File: src/rtl/ins_queue.sv
// Instruction-parcel queue: splits aligned fetch words into 16-bit parcels and
// presents up to NOUT of them per cycle, in program order, with their PC.
module ins_queue #(
    parameter int unsigned RV    = 32,
    parameter int unsigned FW    = 32,
    parameter int unsigned DEPTH = 8,
    parameter int unsigned NOUT  = 2
) (
    input  logic                 clk_i,
    input  logic                 reset_i,
    input  logic                 flush_i,
    input  logic [RV-1:0]        flush_pc_i,
    input  logic                 fetch_valid_i,
    output logic                 fetch_ready_o,
    input  logic [FW-1:0]        fetch_data_i,
    input  logic [RV-1:0]        fetch_pc_i,
    output logic [1:0]           out_count_o,
    output logic [NOUT*16-1:0]   out_ins_o,
    output logic [RV-1:0]        out_pc_o,
    input  logic [1:0]           consume_i
);

    localparam int unsigned P  = FW / 16;
    localparam int unsigned WB = FW / 8;
    localparam int unsigned PW = $clog2(DEPTH);
    localparam int unsigned CW = PW + 1;
    localparam int unsigned OB = $clog2(WB);
    localparam int unsigned SW = OB - 1;

    logic [15:0]   mem_q [DEPTH];
    logic [PW-1:0] rptr_q, rptr_d;
    logic [PW-1:0] wptr_q, wptr_d;
    logic [CW-1:0] count_q, count_d;
    logic [RV-1:0] out_pc_q, out_pc_d;
    logic [RV-1:0] exp_pc_q, exp_pc_d;
    logic [SW-1:0] skip_q, skip_d;
    logic          accept;
    logic          wr_en;
    logic [CW-1:0] n_wr;

    assign fetch_ready_o = (count_q <= CW'(DEPTH - P));
    assign accept        = fetch_valid_i && fetch_ready_o && !flush_i;
    assign wr_en         = accept && (fetch_pc_i == exp_pc_q);
    assign n_wr          = CW'(P) - CW'(skip_q);

    // Next-state: flush overrides; otherwise consume and matching write combine.
    always_comb begin
        rptr_d   = rptr_q;
        wptr_d   = wptr_q;
        count_d  = count_q;
        out_pc_d = out_pc_q;
        exp_pc_d = exp_pc_q;
        skip_d   = skip_q;
        if (flush_i) begin
            rptr_d   = '0;
            wptr_d   = '0;
            count_d  = '0;
            out_pc_d = flush_pc_i & ~RV'(1);
            exp_pc_d = flush_pc_i & ~RV'(WB - 1);
            skip_d   = flush_pc_i[OB-1:1];
        end else begin
            rptr_d   = rptr_q + PW'(consume_i);
            out_pc_d = out_pc_q + RV'({consume_i, 1'b0});
            count_d  = count_q - CW'(consume_i);
            if (wr_en) begin
                wptr_d   = wptr_q + PW'(n_wr);
                count_d  = count_d + n_wr;
                skip_d   = '0;
                exp_pc_d = exp_pc_q + RV'(WB);
            end
        end
    end

    always_ff @(posedge clk_i or posedge reset_i) begin
        if (reset_i) begin
            rptr_q   <= '0;
            wptr_q   <= '0;
            count_q  <= '0;
            out_pc_q <= '0;
            exp_pc_q <= '0;
            skip_q   <= '0;
        end else begin
            rptr_q   <= rptr_d;
            wptr_q   <= wptr_d;
            count_q  <= count_d;
            out_pc_q <= out_pc_d;
            exp_pc_q <= exp_pc_d;
            skip_q   <= skip_d;
        end
    end

    // Parcels below skip belong before the redirect target and are dropped.
    always_ff @(posedge clk_i) begin
        if (wr_en) begin
            for (int i = 0; i < int'(P); i++) begin
                if (i >= int'(skip_q)) begin
                    mem_q[PW'(int'(wptr_q) + i - int'(skip_q))] <= fetch_data_i[16*i +: 16];
                end
            end
        end
    end

    always_comb begin
        out_ins_o = '0;
        for (int k = 0; k < int'(NOUT); k++) begin
            out_ins_o[16*k +: 16] = mem_q[rptr_q + PW'(k)];
        end
    end

    assign out_count_o = (count_q >= CW'(NOUT)) ? 2'(NOUT) : 2'(count_q);
    assign out_pc_o    = out_pc_q;

endmodule

File: config.mk
export PLATFORM = sky130hd
export DESIGN_NAME = ins_queue
export DESIGN_NICKNAME = d
export VERILOG_FILES = /design/src/rtl/ins_queue.sv
export SDC_FILE = /design/constraint.sdc
export NUM_CORES = 1
export LEC_CHECK = 0
export ABC_AREA = 1
export CORE_ASPECT_RATIO = 1.5
export CORE_MARGIN = 10
export CORE_UTILIZATION = 45
export CTS_BUF_LIST = sky130_fd_sc_hd__clkbuf_8
export CTS_CLUSTER_DIAMETER = 150
export DETAILED_ROUTE_END_ITERATION = 7
export PLACE_DENSITY = 0.73
export REMOVE_ABC_BUFFERS = 1
export SETUP_SLACK_MARGIN = 0.2
export SLEW_MARGIN = 20
export SYNTH_ARGS = -nofsm -noshare
export SYNTH_HDL_FRONTEND = slang
export SYNTH_SLANG_ARGS = --single-unit
File: constraint.sdc
create_clock -name clk_i -period 5.5 [get_ports clk_i]
set_input_delay 0.825 -clock clk_i [delete_from_list [all_inputs] [get_ports clk_i]]
set_output_delay 0.825 -clock clk_i [all_outputs]
set_load 0.01 [all_outputs]
Yosys cells after proc, flatten, opt, wreduce, memory -nomap -nowiden:

Memory sizes are Yosys's and may differ from the RTL's.
Cells that the tools add are included.

* register bits after elaboration: 75
* latch bits: 0
* memory bits (writable): 128
* bits in read-only memories: 0
* bits of input ports: 102
* output and inout bits: 67
* word-level logic and storage cells: 43
* memories kept: 1

* add/subtract/negate cells: 11
* multiply operators: 0
* divide/modulo/power cells: 0
* order comparisons: 3
* equal/unequal tests: 1
* shift-type cells: 0
* mux-type cells: 16
* bitwise operators: 0
* reduce and logical (&&, ||, !) cells: 5

Memories
* mem_q: depth 8, width 16, read ports 2, clocked after Yosys merged registers in 0, write ports 2, RTL line 30 `logic [15:0] mem_q [DEPTH];`

Operator list (number)
* $mux 32: 3
* $add 32x3->32: 1
* $add 32x3->32 const B: 1
* $eq 32x32->1: 1
* $mux 3: 3
* $mux 4: 2
* $mux 1: 7
* $add 3x1->3 const B: 2
* $sub 3x1->3: 2
* $add 4x4->4: 1
* $ge 4x2->1 const B: 1
* $le 4x3->1 const B: 1
* $sub 4x2->4: 1
* $add 3x2->3: 1
* $add 3x3->3: 1
* $logic_and 1x1->1: 3
* $sub 2x1->3 const A: 1
* $mux 2: 1
* $reduce_bool 2->1: 1
* $ge 1x1->1 const A: 1
* $logic_not 1->1: 1

Depth between registers and ports, before layout:

* depth after elaboration: 6
* gate-level depth with buffers: 15
* gate-level depth less buffers: 13

Worst setup path before layout:

No wires, ideal clock.

* kind: input to register
* from: input fetch_pc_i[10]
* to: memory mem_q[0][0] (enable)
* setup time: 0.394 ns
* arrival time: 2.577 ns
* required time: 5.106 ns
* slack: 2.529 ns
* stages: 7
* buffers on the path: 1
* cells stage by stage: inv_1 nand2_1 nand2_1 nor3_2 buf_4 nand3_2 a21oi_1

RTL lines
* start, declared: RTL line 16 `input logic [RV-1:0] fetch_pc_i,`
* end, declared: RTL line 30

Worst setup path in the final report:

* from: register rptr_q[0]
* to: output out_ins_o[24]

* word-level cells in the longest chain between the ends: 2

Ends and longest elaborated chain
* start, declared: RTL line 31 `logic [PW-1:0] rptr_q, rptr_d;`
* start signal, assigned: RTL line 83 `rptr_q <= rptr_d;`
* $add 3x1->3: RTL line 106 `out_ins_o[16*k +: 16] = mem_q[rptr_q + PW'(k)];`
* $mem_v2 8x16
* end, declared: RTL line 18 `output logic [NOUT*16-1:0] out_ins_o,`

No other way between the ends.

==> metrics.txt <==
Seq/Total Area, Yosys 39.9%; worst slew pin tran 1130 ps; synth cell count leaders nand2_1, nor2_1, inv_1, o21ai_0, edfxtp_1; Die W 165 µm; # Post-CTS Setup Buffers 0; asr flop ratio synth 36.0%; Post-synth EDFFs 128; fmax 214 MHz; share of post-route cells with drive strength above 1 3.92%; Clock transition at path regs 110 ps; Place WS 968 ps; most used flip-flop cell after synthesis edfxtp_1; outcome completed; Layout Nets 2,300; worst hold path class flop to flop; leakage power 7.32 nW; first-pass GRT wire length 74,000 µm; WHS Endpoint wptr_q[1]; most common cell in the synthesized netlist nand2_1; Final Cycle Share 84.9%; Worst Slack Setup Final 832 ps; Sum Neg Setup Slack 0 ps; I/O Buffers 166; Routed wire per std cell 18.3 µm; slew margin rel. 24.6%; vias per cell 5.48; hold wc startpoint wptr_q[1]; final setup vio count 0; Root Driver clkbuf_8; cts repair resizes 0; CTS tree yes; die area 39,100 µm²; largest net degree at the start of global routing 93; FF-to-FF setup slack 1720 ps; I/O pins 169; Max Clock Skew 19.3 ps; hold buffer count at CTS 0; initial antenna violation count 0; reg-to-reg startpoint exp_pc_q[28]; Initial Util 45.6%; DR DRC count 0; core area 31,000 µm²; area growth from synthesis to layout 15.0%; Power Dens Cells 252 nW/µm²; worst-skew pair later-pin latency 510 ps; critical path fanouts, max 33; Initial DRC Count 1,180; crit path buf inv count 3; CTS Buf Count 17; Min Hold Slack 571 ps; Max VDD drop 0.217 mV; Post-Syn Area per Cell 6.73 µm²; Fin. Hold Viols 0; Global Route Usage Sum 24.1%; CP Data Arrival Time 3840 ps; Cell Area, Synth 14,100 µm²; Seq cells post-synth 200; Final min period 4670 ps; Area contributors post-synth edfxtp_1, nand2_1, dfrtp_1; YS warnings 0; Crit. End Element output port; hold-critical path depth 2; crit-path cells ha_1 > buf_4 > inv_1 > a21oi_1 > o21ai_0 > nand2_1 > nor2_1 > a31oi_1 > clkdlybuf4s50_1; final WL 47,700 µm; Worst R2R End mem_q[5][10]; post-route ant nets 0; post-synthesis cell count 2,102; final RePlAce weighted congestion 0.958; vias in the first global route 14,090; post-DP HPWL 33,100 µm; # diodes 0; Power Total 0.00410 W; Die Y 237 µm; vias 14,225; drt first pass iters 6; row count 79; WP data required 4680 ps; slowest CP cell inv_1; RSZ-0062 raised after global routing no; Register-to-Register Path Depth 10; Synth top area share 27.2%; post-synth top area cell edfxtp_1; slowest stage delay, CP 650 ps; Final Slew Violations 0; clk sinks 200; Setup Crit Path Kind flop to output port; Yosys cell types 31; GRT overflow 0; Critical Path Source Type flop; Max Cap Viol 0; CTS Buffer Depth 2; total number of H-tree levels 4; Worst path top cell family by delay buffers and inverters
==> worst min-delay path: stages, from the launching register on <==
cell and delay, ps:
dfrtp_1 400, nand3_1 80, nand2_1 60
==> placed cells by master (no fill, tap or decap), drive strengths merged, types with 5 or more instances in the layout <==
master and instances:
buf 20, a21oi 100, fa 5, o211ai 16, clkdlybuf4s50 165, nand4 12
xnor2 15, nor3 23, o21ai 180, ha 14, nand2 836, dfrtp 72
a31oi 34, edfxtp 128, inv 211, xor2 16, nor2 228, nand3 87
clkbuf 19
==> routing by layer <==
layer,wire length (µm),part of all wire [%],global-route usage (%),up-vias
li1,-,-,-,6827
met4,2670,5.6,14.0,0
met2,24200,51,43.3,692
met1,16800,35,25.1,6540
met3,3970,8.3,5.26,166
met5,0,0,0,-
==> power by group <==
| part | switching [W] | internal (W) |
|---|---|---|
| logic | 0.000769 | 0.000541 |
| clock network | 0.000584 | 0.000443 |
| registers | 0.000100 | 0.00166 |
==> through the flow <==
stage | area [µm²] | utilization (%) | instances
after global placement | 15900 | 51.1 | 2565
after CTS | 16300 | 52.4 | 2597
after global routing | 16300 | 52.4 | 2597
final | 16300 | 52.4 | 2597
after detailed placement | 15900 | 51.1 | 2565
after floorplan | 13500 | - | 1975
==> cells by family (layout without fill, tap and decap cells) <==
kind of cell / Yosys count / in the layout / share of synthesized area (%)
fa+ha+maj: 19 / 19 / 1.95
flops: 200 / 200 / 39.9
buf+inv: 330 / 420 / 9.82
simple gates: 1189 / 1189 / 33.9
xor+xnor: 31 / 31 / 1.92
other cells: 1 / 1 / 0.0265
compound gates: 332 / 332 / 12.5
==> registers in the layout, indices dropped and copies added, names as in the netlist <==
register and flops:
out_pc_o 31, mem_q 128, exp_pc_q 30, count_q 4, skip_q 1, wptr_q 3
rptr_q 3
==> worst max path at each step <==
| stage | from | end | slack [ps] | cells after the start |
|---|---|---|---|---|
| floorplan | rptr_q[0] | out_ins_o[16] | -240 | 6 |
| CTS | rptr_q[0] | out_ins_o[24] | 850 | 9 |
| finish | rptr_q[0] | out_ins_o[24] | 830 | 9 |
| detailed placement | fetch_valid_i | mem_q[5][0] | 970 | 11 |
| global route | rptr_q[0] | out_ins_o[28] | 670 | 10 |
| global placement | fetch_valid_i | mem_q[5][2] | 1070 | 11 |
==> layout make-up <==
cell class / count / area (µm²)
clock buffer: 19 / 262
inverter: 203 / 762
timing repair buffer: 185 / 1800
sequential: 200 / 5650
fill: 3011 / 14800
multi-input combinational: 1572 / 7140
clock inverter: 13 / 156
tap: 405 / 507
Note: power is estimated with default switching activity, not from simulation.
